==> config.mk <==
export PLATFORM = sky130hd
export DESIGN_NAME = div_seq
export DESIGN_NICKNAME = d
export VERILOG_FILES = /design/src/rtl/div_seq.sv
export SDC_FILE = /design/constraint.sdc
export NUM_CORES = 1
export LEC_CHECK = 0
export BUFFER_PORTS_ARGS = -buffer_cell sky130_fd_sc_hd__buf_2
export CAP_MARGIN = 40
export CORE_ASPECT_RATIO = 0.5
export CORE_MARGIN = 2
export CORE_UTILIZATION = 60
export DETAILED_ROUTE_END_ITERATION = 10
export HOLD_SLACK_MARGIN = 0.05
export PLACE_DENSITY = 0.91
export SLEW_MARGIN = 10
export SYNTH_ARGS = -nofsm -noshare
export SYNTH_HDL_FRONTEND = slang
export SYNTH_SLANG_ARGS = --single-unit
==> constraint.sdc <==
create_clock -name clk -period 4.6 [get_ports clk]
set_input_delay 1.15 -clock clk [delete_from_list [all_inputs] [get_ports clk]]
set_output_delay 1.15 -clock clk [all_outputs]
set_load 0.1 [all_outputs]
==> src/rtl/div_seq.sv <==
// rtl/div_seq.sv - radix-2 restoring sequential divider for DIV/DIVU
// Produces {remainder, quotient} one quotient bit per cycle, sign-corrected at completion.

module div_seq #(
  parameter int WIDTH = 32
) (
  input  logic               clk,
  input  logic               rst,
  input  logic               start_i,
  input  logic               annul_i,
  input  logic               signed_div_i,
  input  logic [WIDTH-1:0]   opdata1_i,
  input  logic [WIDTH-1:0]   opdata2_i,
  output logic [2*WIDTH-1:0] result_o,
  output logic               ready_o,
  output logic               busy_o
);

  localparam int CW = $clog2(WIDTH + 1);

  typedef enum logic [1:0] {
    IDLE   = 2'd0,
    BYZERO = 2'd1,
    RUN    = 2'd2,
    DONE   = 2'd3
  } state_t;

  state_t           state;
  logic [CW-1:0]    cnt;
  logic [WIDTH-1:0] quo;
  logic [WIDTH-1:0] rem;
  logic [WIDTH-1:0] dvs;
  logic             neg_q;
  logic             neg_r;

  logic             a_neg;
  logic             b_neg;
  logic [WIDTH-1:0] mag1;
  logic [WIDTH-1:0] mag2;
  logic [WIDTH+1:0] trial;
  logic             qbit;
  logic [WIDTH-1:0] rem_nx;
  logic [WIDTH-1:0] quo_nx;
  logic [WIDTH-1:0] q_fix;
  logic [WIDTH-1:0] r_fix;
  logic             last_iter;

  always_comb begin
    a_neg = signed_div_i & opdata1_i[WIDTH-1];
    b_neg = signed_div_i & opdata2_i[WIDTH-1];
    mag1  = a_neg ? (~opdata1_i + WIDTH'(1)) : opdata1_i;
    mag2  = b_neg ? (~opdata2_i + WIDTH'(1)) : opdata2_i;

    // quo holds the not-yet-consumed dividend bits; its MSB shifts into the remainder
    trial  = {1'b0, rem, quo[WIDTH-1]} - {2'b00, dvs};
    qbit   = ~trial[WIDTH+1];
    rem_nx = qbit ? trial[WIDTH-1:0] : {rem[WIDTH-2:0], quo[WIDTH-1]};
    quo_nx = {quo[WIDTH-2:0], qbit};

    q_fix     = neg_q ? (~quo_nx + WIDTH'(1)) : quo_nx;
    r_fix     = neg_r ? (~rem_nx + WIDTH'(1)) : rem_nx;
    last_iter = (cnt == CW'(WIDTH - 1));
  end

  always_ff @(posedge clk) begin
    if (rst) begin
      state    <= IDLE;
      cnt      <= '0;
      quo      <= '0;
      rem      <= '0;
      dvs      <= '0;
      neg_q    <= 1'b0;
      neg_r    <= 1'b0;
      result_o <= '0;
      ready_o  <= 1'b0;
      busy_o   <= 1'b0;
    end else begin
      case (state)
        IDLE: begin
          if (start_i && !annul_i) begin
            busy_o <= 1'b1;
            if (opdata2_i == '0) begin
              state <= BYZERO;
            end else begin
              quo   <= mag1;
              rem   <= '0;
              dvs   <= mag2;
              neg_q <= a_neg ^ b_neg;
              neg_r <= a_neg;
              cnt   <= '0;
              state <= RUN;
            end
          end
        end

        BYZERO: begin
          busy_o <= 1'b0;
          if (annul_i) begin
            state <= IDLE;
          end else begin
            state    <= DONE;
            result_o <= '0;
            ready_o  <= 1'b1;
          end
        end

        RUN: begin
          // annul wins over completion, leaving result_o untouched
          if (annul_i) begin
            state  <= IDLE;
            busy_o <= 1'b0;
          end else begin
            quo <= quo_nx;
            rem <= rem_nx;
            cnt <= cnt + CW'(1);
            if (last_iter) begin
              state    <= DONE;
              busy_o   <= 1'b0;
              ready_o  <= 1'b1;
              result_o <= {r_fix, q_fix};
            end
          end
        end

        DONE: begin
          if (annul_i || !start_i) begin
            state   <= IDLE;
            ready_o <= 1'b0;
          end
        end

        default: begin
          state   <= IDLE;
          ready_o <= 1'b0;
          busy_o  <= 1'b0;
        end
      endcase
    end
  end

endmodule

# Word level (Yosys, flattened, before mapping)

Index checks and enable logic that the tools add are counted.
W data, S select, Z words.

Magnitude comparators: 0
Shifts and indexed selects: 0
Multipliers: 0
$add $sub $neg: 6
Bitwise logic cells: 9
Div/mod/pow operators: 0
Equality and inequality tests: 11
Muxes and demuxes: 37
Reduce and logical (&&, ||, !) cells: 16

Operators by type and width:

| cell                    | count |
|---|---|
| $mux W32                | 11 |
| $mux W64                | 3 |
| $add A32 B1 Y32 const B | 4 |
| $not A32 Y32            | 4 |
| $pmux W32 S2            | 2 |
| $pmux W64 S2            | 1 |
| $sub A33 B32 Y34        | 1 |
| $logic_not A32 Y1       | 1 |
| $mux W6                 | 3 |
| $mux W2                 | 6 |
| $ne A2 B2 Y1 const B    | 6 |
| $pmux W6 S2             | 1 |
| $reduce_and A3 Y1       | 3 |
| $pmux W2 S4             | 1 |
| $reduce_and A4 Y1       | 2 |
| $mux W1                 | 7 |
| $add A6 B1 Y6 const B   | 1 |
| $eq A6 B5 Y1 const B    | 1 |
| $pmux W1 S3             | 2 |
| $reduce_bool A3 Y1      | 2 |
| $reduce_and A5 Y1       | 1 |
| $eq A2 B2 Y1 const B    | 2 |
| $reduce_bool A2 Y1      | 2 |
| $ne A3 B3 Y1 const B    | 1 |
| 8 further kinds         | 11 |

Memories kept: 0
Logic and storage cells: 89
Output and inout bits: 66
Bits in latches: 0
Flip-flop bits (word level): 172
Memory bits (writable): 0
Input port bits: 69
Bits in read-only memories: 0

# Logic depth before layout (Yosys ltp)

Gate-level depths: netlist (run 1).

Word-level depth: 8
Depth in mapped cells: 22
Depth with buffers taken out: 17

# Worst setup path after synthesis (run 1)

No wires, ideal clock.

Path kind: register -> register
Start: register rem[19]
End: register result_o[62]
Clock period less this slack: 4230 ps
Data required time: 4474 ps
Buffers on the path: 5
Arrival time: 4105 ps
Slack: 370 ps
Library setup time: 126 ps
Cell stages (with the launch flop): 21
Cells stage by stage: dfxtp_1 ha_1 clkbuf_1 nand4_1 nor4_1 inv_1 o221ai_2 or2_1 buf_6 clkbuf_1 clkbuf_1 buf_1 nand2_1 o21ai_0 ha_1 inv_1 nor3_1 nand3_1 o41ai_1 xor2_1 o21ai_1

Cells in the longest elaborated chain, start to end: 8

Ends and longest elaborated chain:

| item                     | line | RTL |
|---|---|---|
| start: declaration       | 31   | `logic [WIDTH-1:0] rem;` |
| start signal: assignment | 114  | `rem <= rem_nx;` |
| $sub A33 B32 Y34         | 55   | `trial = {1'b0, rem, quo[WIDTH-1]} - {2'b00, dvs};` |
| $mux W32 *               | 57   | `rem_nx = qbit ? trial[WIDTH-1:0] : {rem[WIDTH-2:0], quo[WIDTH-1]};` |
| $not A32 Y32             | 61   | `r_fix = neg_r ? (~rem_nx + WIDTH'(1)) : rem_nx;` |
| $add A32 B1 Y32          | 61   |  |
| $mux W32 *               | 61   |  |
| $mux W64 *               | 116  | `if (last_iter) begin` |
| $mux W64 *               | 109  | `if (annul_i) begin` |
| $pmux W64 S2 *           | 78   | `case (state)` |
| end signal: assignment   | 120  | `result_o <= {r_fix, q_fix};` |
| end: declaration         | 14   | `output logic [2*WIDTH-1:0] result_o,` |

Mark *: on every way between the ends. The rest lies on a longest branch, timed or not. The select of a mux whose other input is x is not followed.
A chain may end at the register's enable or synchronous reset.

# Worst setup path in the final report (run 1)

Start: register rem[7]
End: register result_o[63]

Same word-level chain as after synthesis.

==> impl_metrics.yaml, run 1 <==
status:
  status: "finished, final reports clean"
cts:
  hold_buffers: 0
  cts.clk_slew.worst_paths_ns: 0.07
  clock_latency_ns: 0.44
  cts_buffers: 17
  cts_sinks: 172
  root_buffer: "clkbuf_16"
  cts.htree.levels: 4
  clock_path_buffers: 2
  cts_tree: "yes"
sta:
  max_freq_mhz: 232.9
  slew-limit-headroom_pct: 51.19
  grt_setup_unrepaired: "no"
  setup_viol: 0
  max_slew.worst_pin.slew_ns: 0.7321
  finalMaxSlewViolations: 0
  finalCriticalPeriod_ns: 4.293
  setup-tns-final_ns: 0
  fin_crit_sh_pct: 93.33
  fin_worst_skew_ns: 0.01079
  finalHoldViolCount: 0
global_route:
  track_usage_pct: 33.05
  grt_remaining_overflow: 0
  antenna_found_initial: 0
  grt_pass1_vias: 10960
  grt_first_pass_wirelength_um: 55530
  grt_max_degree: 110
detailed_routing:
  wl_um: 34820
  wl_per_cell_um: 17.71
  dr.pass1.iters: 6
  viasPerCell: 6.236
  vias: 12260
  ant_nets: 0
  drtIter0Drc: 1108
  drc_errors: 0
final_layout:
  area_growth_syn_to_layout_pct: 11.70
  drive_gt1_share_pct: 13.00
  nFillCells: 1606
  nets: 1798
  n_antenna_cell: 0
worst_setup_path:
  cp_num_buf_inv: 2
  r2r_cells: 14
  r2r_start: "rem[7]$_SDFFE_PP0P_"
  cp_max_fo: 33
  cp-end-kind: "register"
  required_ns: 4.93
  critPathKind: "register to register"
  crit_slowest_cell: "dfxtp_1"
  cp_top_family: "simple AND/OR/NAND/NOR gates"
  timing.rr.end: "result_o[63]$_SDFFE_PP0P_"
  crit_arrival_ns: 4.62
  worst_setup_path_start_kind: "register"
  path_cells: "ha_1 > a21oi_1 > o21a_1 > nand2_1 > o2111a_1 > or2_2 > inv_2 > buf_4 > nor2_1 > a21oi_2 > nand4_1 > nor4_2 > mux2i_1 > nand2_1"
  cpPeakStageDelay_ns: 0.47
  crit_cells: 14
  reg2reg_slack_ns: 0.31
  crit_top_cell: "nand2_1"
  cp-startpoint: "rem[7]$_SDFFE_PP0P_"
placed_design:
  place.gp.congestion: 0.9896
  port_buffers: 134
  dp_hpwl_um: 25190
synth:
  post_synth_num_cell_types: 87
  synth_area_mm2: 0.01178
  syn_inst: 1612
  mappedNetlistNets: 1723
  synth_ff_type: "dfxtp_1"
  yosysSeqAreaShare_pct: 29.24
  async_reset_ff_share_pct: 0
  ys_seq_elements: 172
  yosys_warnings: 0
  synth_area_per_cell_um2: 7.305
  synth_edf_count: 0
pwr:
  irDropWorstVdd_mv: 0.3437
  p_leak_nw: 5.316
  power.total_mw: 6.215
  power.density_mw_per_mm2: 472.4
die:
  pin_count: 135
  fp.dieH_um: 103.1
  rows: 36
  coreArea_mm2: 0.01937
  fp.dieW_um: 202.1
  start_util_pct: 60.80
  die_area_mm2: 0.02083
hold_path:
  min_delay_path_depth: 2
  worstHoldEndpoint: "result_o[57]$_SDFFE_PP0P_"
  min_path_type: "register to register"
  min_from: "result_o[57]$_SDFFE_PP0P_"
job:
  max_cap_violations: 0
[state kept, by name, summed over array words and instances, names as in the netlist]
register	count
neg_r	1
rem	32
dvs	32
quo	32
neg_q	1
ready_o	1
result_o	64
busy_o	1
cnt	6
state	2
[cell usage after synthesis (4+ instances only)]
| library cell | number | share of area (%) |
|---|---|---|
| a211oi_1 | 37 | 2.4 |
| clkbuf_1 | 75 | 2.4 |
| a22oi_1 | 51 | 3.3 |
| o21ai_1 | 20 | 0.85 |
| o211ai_1 | 8 | 0.51 |
| o31a_1 | 4 | 0.30 |
| nand3_1 | 44 | 1.9 |
| nor3_1 | 30 | 1.3 |
| xor2_1 | 60 | 4.5 |
| a31oi_1 | 8 | 0.43 |
| buf_1 | 4 | 0.13 |
| o41ai_1 | 13 | 0.97 |
| buf_2 | 19 | 0.81 |
| a32oi_1 | 4 | 0.30 |
| dfxtp_1 | 172 | 29 |
| and3_1 | 7 | 0.37 |
| ha_1 | 41 | 4.4 |
| nand4_1 | 14 | 0.74 |
| nor2b_1 | 8 | 0.43 |
| o31ai_1 | 26 | 1.7 |
| or2_1 | 4 | 0.21 |
| o2111ai_1 | 4 | 0.30 |
| nor4_1 | 14 | 0.74 |
| xnor2_1 | 69 | 5.1 |
| o21ai_0 | 99 | 4.2 |
| or2_2 | 5 | 0.27 |
| nor3b_1 | 5 | 0.32 |
| nand2_1 | 258 | 8.2 |
| a21o_1 | 7 | 0.45 |
| inv_1 | 59 | 1.9 |
| and2_1 | 7 | 0.37 |
| or3_1 | 16 | 0.85 |
| nor2_1 | 166 | 5.3 |
| or4_1 | 11 | 0.70 |
| nand2b_1 | 15 | 0.80 |
| mux2i_1 | 11 | 0.94 |
| a21oi_1 | 136 | 5.8 |
| nand3b_1 | 4 | 0.26 |
[how the worst max path moves through the flow]
stage | end | slack, ns
after floorplan | result_o[62]$_SDFFE_PP0P_ | 0.37
after global placement | quo[0]$_SDFFE_PP0P_ | 0.40
after detailed placement | quo[0]$_SDFFE_PP0P_ | 0.28
after CTS | result_o[62]$_SDFFE_PP0P_ | 0.35
after global routing | result_o[63]$_SDFFE_PP0P_ | 0.03
final | result_o[63]$_SDFFE_PP0P_ | 0.31
[kinds of logic after synthesis]
family                   share of synthesized area [%]
adder cells (fa/ha/maj)                          4.526
multiplexers                                     1.031
XOR/XNOR                                         9.594
buffers and inverters                            5.334
flip-flops                                       29.24
AO/OA/AOI/OAI                                    26.16
AND/OR/NAND/NOR                                  24.12
[metrics by stage]
stage          instances  hold slack [ns]  instance area [um2]  utilization [%]  setup slack, ns
2_1_floorplan       1612           0.4319                11780                -           0.3696
3_3_place_gp        1932           0.4328                12590            64.99           0.4035
3_5_place_dp        1934           0.4374                12610            65.08           0.2832
4_1_cts             1966           0.4471                13150            67.91           0.3451
5_1_grt             1966           0.4721                13150            67.91          0.02708
6_report            1966           0.4440                13150            67.91           0.3067
[routing by layer]
layer	global-route usage, %	vias to the layer above	share of wire (%)
li1	-	5888	-
met5	0	-	0
met2	53.40	610	43
met3	6.163	94	9.5
met4	11.17	0	2.8
met1	45.03	5667	44
[what timing repair did]
action / in CTS / in global routing
setup buffers: 0 / 0
endpoints found under the setup margin: 0 / 2
resized for setup: 0 / 1
[power by group]
| part | total [mW] | switching, mW | internal [mW] |
|---|---|---|---|
| clock network | 1.39 | 0.670 | 0.717 |
| logic | 3.05 | 2.11 | 0.937 |
| registers | 1.78 | 0.139 | 1.64 |
| total | 6.21 | 2.92 | 3.29 |
[final cells by class]
type	count	area, um2	share of cell area [%]
clock inverters	14	108.9	0.8275
flip-flops and latches	172	3443	26.18
repair buffers	155	872.1	6.630
well taps	266	332.8	2.530
clock buffers	18	439.2	3.339
multi-input cells	1281	7732	58.78
inverters	60	225.2	1.712
[tightest hold or removal path: stages, from the launching register on]
cell,delay [ns]
dfxtp_1,0.31
nand2_1,0.05
o21ai_1,0.05
[placed cells by master (no fill, tap or decap), drive strengths merged, types with 28 or more instances in the layout]
cell type | synthesis | layout
o21ai | 120 | 120
nor2 | 166 | 166
o31ai | 28 | 28
xor2 | 60 | 60
nor3 | 30 | 30
xnor2 | 69 | 69
dfxtp | 172 | 172
a211oi | 37 | 37
a21oi | 140 | 140
buf | 24 | 155
nand3 | 45 | 45
nand2 | 258 | 258
ha | 41 | 41
a22oi | 52 | 52
inv | 60 | 66
No activity file was read; power rests on OpenSTA's default activity.
==> run 2: changes to the inputs <==
--- a/config.mk
+++ b/config.mk
@@ -5,12 +5,15 @@
 export SDC_FILE = /design/constraint.sdc
 export NUM_CORES = 1
 export LEC_CHECK = 0
-export BUFFER_PORTS_ARGS = -buffer_cell sky130_fd_sc_hd__buf_2
+export BUFFER_PORTS_ARGS = -buffer_cell sky130_fd_sc_hd__buf_4
 export CAP_MARGIN = 40
+export CELL_PAD_IN_SITES_DETAIL_PLACEMENT = 0
+export CELL_PAD_IN_SITES_GLOBAL_PLACEMENT = 1
 export CORE_ASPECT_RATIO = 0.5
 export CORE_MARGIN = 2
-export CORE_UTILIZATION = 60
+export CORE_UTILIZATION = 44
 export DETAILED_ROUTE_END_ITERATION = 10
+export GPL_TIMING_DRIVEN = 0
 export HOLD_SLACK_MARGIN = 0.05
 export PLACE_DENSITY = 0.91
 export SLEW_MARGIN = 10
==> run 2 against run 1 <==
Effect of this change: register-to-register slack lost 0.10 ns; first-iteration DRC count grew 32%; die area grew 35%; sequential share of layout area shrank 1.6 points; clock skew grew 0.0094 ns; via count grew 2.8%; design area grew 6.6%; global-route usage shrank 3.9 points; power grew 7.9%.
==> impl_metrics.yaml, run 2 (same netlist as run 1, synthesis figures left out) <==
final_layout:
  n_antenna_cell: 0
  area_growth_syn_to_layout_pct: 19.02
  largest_register: "result_o"
  layout_commonest_cell: "nand2_1"
  nFillCells: 2615
  nets: 1878
  fin_cells: 2132
  layout_common_cells: "nand2_1, dfxtp_1, nor2_1"
  drive_gt1_share_pct: 13.88
  largest_register_ffs: 64
die:
  die_area_mm2: 0.02817
  coreArea_mm2: 0.02638
  rows: 42
  start_util_pct: 44.64
  fp.dieH_um: 119.7
  pin_count: 135
  fp.dieW_um: 235.4
cts:
  cts_tree: "yes"
  cts_sinks: 172
  cts.htree.levels: 4
  clock_path_buffers: 2
  root_buffer: "clkbuf_16"
  cts_buffers: 17
  clock_latency_ns: 0.46
  hold_buffers: 0
  cts.clk_slew.worst_paths_ns: 0.07
detailed_routing:
  ant_nets: 0
  drtIter0Drc: 1467
  viasPerCell: 5.912
  drc_errors: 0
  wl_per_cell_um: 19.26
  vias: 12610
  wl_um: 41060
  dr.pass1.iters: 5
sta:
  setup-tns-final_ns: 0
  finalMaxSlewViolations: 0
  finalCriticalPeriod_ns: 4.397
  max_freq_mhz: 227.4
  fin_crit_sh_pct: 95.59
  finalHoldViolCount: 0
  slew-limit-headroom_pct: 27.00
  grt_setup_unrepaired: "no"
  fin_worst_skew_ns: 0.02021
  setup_viol: 0
  timing.hold.ws_ns: 0.4514
  max_slew.worst_pin.slew_ns: 1.081
worst_setup_path:
  cp-end-kind: "register"
  critPathKind: "register to register"
  crit_slowest_cell: "a2111oi_4"
  crit_top_cell: "inv_1"
  path_cells: "inv_1 > ha_2 > a21oi_4 > o21ai_2 > a2111oi_4 > o221ai_2 > or2_1 > buf_6 > clkbuf_4 > clkbuf_4 > nor2_1 > a21oi_1 > inv_1 > ha_2 > inv_1 > nor3_4 > nand3_2 > o41ai_2 > xor2_1 > o21ai_1"
  cp_max_fo: 19
  cp_top_family: "compound AO/OA/AOI/OAI gates"
  required_ns: 4.94
  worst_setup_path_start_kind: "register"
  cpPeakStageDelay_ns: 0.38
  crit_arrival_ns: 4.74
  cp_num_buf_inv: 6
placed_design:
  dp_hpwl_um: 31900
  place.gp.congestion: 0.9565
  port_buffers: 134
  dp_cells: 2100
global_route:
  grt_first_pass_wirelength_um: 64520
  grt_pass1_vias: 11560
  antenna_found_initial: 0
  grt_max_degree: 20
  grt_remaining_overflow: 0
  track_usage_pct: 29.17
job:
  max_cap_violations: 0
pwr:
  power.total_mw: 6.703
  p_leak_nw: 5.504
  power.density_mw_per_mm2: 478.3
  irDropWorstVdd_mv: 0.2667
hold_path:
  min_path_type: "register to register"
status:
  status: "finished, final reports clean"
==> run 2: per-stage QoR <==
stage	utilization [%]	worst slack (ns)	instance area, um2
floorplan	-	0.3696	11780
global placement	50.12	-1.195	13220
detailed placement	50.17	-1.171	13230
CTS	52.82	0.01800	13930
global route	53.13	0.001694	14020
finish	53.13	0.2029	14020
==> run 2: cell type report <==
cell class | count | area, um2 | area share, %
Sequential cell | 172 | 3448 | 24.60
Tap cell | 352 | 440.4 | 3.142
Buffer | 93 | 390.4 | 2.785
Timing Repair Buffer | 142 | 1062 | 7.579
Multi-Input combinational cell | 1281 | 7805 | 55.69
Inverter | 60 | 225.2 | 1.607
Clock inverter | 13 | 201.4 | 1.437
Clock buffer | 19 | 442.9 | 3.160
==> run 2: worst register-to-register path: stages (launching register included) <==
cell	delay (ns)
dfxtp_1	0.30
inv_1	0.16
ha_2	0.36
a21oi_4	0.20
o21ai_2	0.12
a2111oi_4	0.38
o221ai_2	0.19
or2_1	0.27
buf_6	0.14
clkbuf_4	0.20
clkbuf_4	0.29
nor2_1	0.16
a21oi_1	0.08
inv_1	0.08
ha_2	0.19
inv_1	0.13
nor3_4	0.22
nand3_2	0.18
o41ai_2	0.27
xor2_1	0.28
o21ai_1	0.08
==> run 2: power by group <==
| group | total (mW) | switching, mW | internal (mW) |
|---|---|---|---|
| clock network | 1.60 | 0.664 | 0.939 |
| registers | 1.78 | 0.138 | 1.64 |
| logic | 3.32 | 2.31 | 1.01 |
==> run 2: path summary, 6_finish.rpt <==
check	from	to	slack (ns)	depth (start not counted)
worst max-delay path	dvs[28]$_SDFFE_PP0P_	result_o[62]$_SDFFE_PP0P_	0.20	20
worst min register to register	result_o[57]$_SDFFE_PP0P_	result_o[57]$_SDFFE_PP0P_	0.45	2
worst min-delay path	result_o[57]$_SDFFE_PP0P_	result_o[57]$_SDFFE_PP0P_	0.45	2
worst max register to register	dvs[28]$_SDFFE_PP0P_	result_o[62]$_SDFFE_PP0P_	0.20	20
==> run 2: per-layer routing <==
| metal | up-vias | part of all wire [%] | track usage (%) |
|---|---|---|---|
| met5 | - | 0 | 0 |
| met4 | 0 | 2.0 | 7.803 |
| met3 | 58 | 8.6 | 5.475 |
| met2 | 524 | 43 | 44.95 |
| met1 | 5987 | 46 | 41.73 |
| li1 | 6036 | - | - |
==> run 2: timing repair <==
item | in CTS | in global routing
gates resized for setup | 18 | 18
setup buffers | 0 | 6
pin swaps | 0 | 5
endpoints found under the setup margin | 26 | 51
==> run 3: changes to the inputs <==
--- a/config.mk
+++ b/config.mk
@@ -9,7 +9,7 @@
 export CAP_MARGIN = 40
 export CELL_PAD_IN_SITES_DETAIL_PLACEMENT = 0
 export CELL_PAD_IN_SITES_GLOBAL_PLACEMENT = 1
-export CORE_ASPECT_RATIO = 0.5
+export CORE_ASPECT_RATIO = 2
 export CORE_MARGIN = 2
 export CORE_UTILIZATION = 44
 export DETAILED_ROUTE_END_ITERATION = 10
==> run 3 against run 2 <==
Effect of this change: power fell by 1.4%; maximum frequency shrank 0.67%; critical path type unchanged; clock power is 9% lower; core utilization is 0.10 points lower; non-clock buffer count shrank 2; worst setup slack worse by 0.029 ns.
==> impl_metrics.yaml, run 3 (same netlist as run 1, synthesis figures left out) <==
cts:
  clock_path_buffers: 2
  cts_tree: "yes"
  cts.clk_slew.worst_paths_ns: 0.07
  cts_buffers: 17
  cts_sinks: 172
  root_buffer: "clkbuf_16"
  cts.htree.levels: 4
  clock_latency_ns: 0.47
worst_setup_path:
  cp_max_fo: 10
  cp-startpoint: "dvs[26]$_SDFFE_PP0P_"
  cp_top_family: "compound AO/OA/AOI/OAI gates"
  path_cells: "inv_2 > ha_2 > a21oi_2 > o21ai_2 > a2111oi_4 > o221ai_4 > or2_1 > buf_6 > clkbuf_4 > clkbuf_2 > o21ai_2 > ha_2 > inv_1 > nor3_4 > nand3_2 > o31ai_2 > xor2_1 > o21ai_0"
  cp_num_buf_inv: 5
  crit_slowest_cell: "a2111oi_4"
  required_ns: 4.94
  crit_arrival_ns: 4.76
  cpPeakStageDelay_ns: 0.41
  worst_setup_path_start_kind: "register"
  critPathKind: "register to register"
  cp-end-kind: "register"
  r2r_start: "dvs[26]$_SDFFE_PP0P_"
pwr:
  power.density_mw_per_mm2: 474.1
  power.total_mw: 6.606
  irDropWorstVdd_mv: 0.3237
  p_leak_nw: 5.453
final_layout:
  largest_register: "result_o"
  area_growth_syn_to_layout_pct: 18.32
  nFillCells: 2642
  n_antenna_cell: 0
  largest_register_ffs: 64
  layout_commonest_cell: "nand2_1"
  drive_gt1_share_pct: 13.61
  layout_common_cells: "nand2_1, dfxtp_1, nor2_1"
  nets: 1876
  fin_util_pct: 53.03
detailed_routing:
  vias: 12500
  drtIter0Drc: 712
  dr.pass1.iters: 5
  wl_um: 44870
  ant_nets: 0
  viasPerCell: 5.892
  drc_errors: 0
  wl_per_cell_um: 21.15
sta:
  fin_worst_skew_ns: 0.008519
  grt_setup_unrepaired: "no"
  finalCriticalPeriod_ns: 4.427
  slew-limit-headroom_pct: 48.09
  finalMaxSlewViolations: 0
  setup_viol: 0
  max_freq_mhz: 225.9
  fin_crit_sh_pct: 96.23
  finalHoldViolCount: 0
  max_slew.worst_pin.slew_ns: 0.7786
die:
  rows: 84
  start_util_pct: 44.82
  pin_count: 135
  coreArea_mm2: 0.02628
  fp.dieW_um: 119.7
  fp.dieH_um: 235.4
  die_area_mm2: 0.02817
global_route:
  grt_remaining_overflow: 0
  track_usage_pct: 31.70
  grt_max_degree: 20
  antenna_found_initial: 0
  grtUsageMet1_pct: 28.17
  met3_usage_pct: 5.354
  grt_pass1_vias: 12760
  met2_usage_pct: 58.70
  grt_first_pass_wirelength_um: 68350
  top_usage_layer: "met2"
placed_design:
  place.gp.congestion: 0.9572
  dp_hpwl_um: 36620
  port_buffers: 134
hold_path:
  min_from: "result_o[51]$_SDFFE_PP0P_"
  min_path_type: "register to register"
status:
  status: "finished, final reports clean"
job:
  max_cap_violations: 0
## run 3: area by class of cell
type | count | area [um2] | share of cell area, %
multi-input combinational | 1281 | 7821 | 56.13
clock buffer | 19 | 442.9 | 3.179
clock inverter | 13 | 128.9 | 0.9249
sequential | 172 | 3445 | 24.72
timing repair buffer | 139 | 1036 | 7.435
inverter | 60 | 225.2 | 1.616
buffer | 94 | 404.1 | 2.900
tap | 344 | 430.4 | 3.089
## run 3: worst reg2reg max path, cell delays in order, from the launching register on
cell and delay [ns]:
dfxtp_1 0.31, inv_2 0.15, ha_2 0.35, a21oi_2 0.23, o21ai_2 0.14, a2111oi_4 0.41, o221ai_4 0.19, or2_1 0.27
buf_6 0.14, clkbuf_4 0.20, clkbuf_2 0.27, o21ai_2 0.25, ha_2 0.26, inv_1 0.13, nor3_4 0.23, nand3_2 0.19
o31ai_2 0.29, xor2_1 0.20, o21ai_0 0.10
## run 3: worst paths after layout
check | depth (start not counted) | slack (ns) | to
worst max register to register | 18 | 0.17 | result_o[60]$_SDFFE_PP0P_
worst min register to register | 2 | 0.46 | result_o[51]$_SDFFE_PP0P_
worst min-delay path | 2 | 0.46 | result_o[51]$_SDFFE_PP0P_
worst max-delay path | 18 | 0.17 | result_o[60]$_SDFFE_PP0P_
## run 3: power breakdown
part	switching [mW]	total [mW]	internal, mW
clock network	0.678	1.45	0.771
registers	0.139	1.78	1.64
logic	2.37	3.38	1.01
## run 3: per-stage QoR
stage | hold WS (ns) | setup slack, ns | instance area (um2) | TNS [ns] | instances
3_3_place_gp | 0.4468 | -1.356 | 13210 | -22.47 | 2090
5_1_grt | 0.4846 | 0.02582 | 13930 | 0 | 2122
2_1_floorplan | 0.4319 | 0.3696 | 11780 | 0 | 1612
6_report | 0.4639 | 0.1734 | 13930 | 0 | 2122
3_5_place_dp | 0.4522 | -1.408 | 13230 | -21.93 | 2093
4_1_cts | 0.4698 | 0.04215 | 13880 | 0 | 2121
## run 3: timing repair
action                     4_1_cts  5_1_grt
pin swaps                        1        5
hold buffers                     0        0
setup endpoints to repair       26       18
gates resized for setup         24       13
hold endpoints to repair         0        0
setup buffers                    0        2
## run 3: layer usage
| layer | share of wire [%] | vias to the layer above |
|---|---|---|
| li1 | - | 6042 |
| met1 | 33 | 5862 |
| met2 | 52 | 418 |
| met3 | 4.4 | 181 |
| met4 | 10 | 0 |
| met5 | 0 | - |
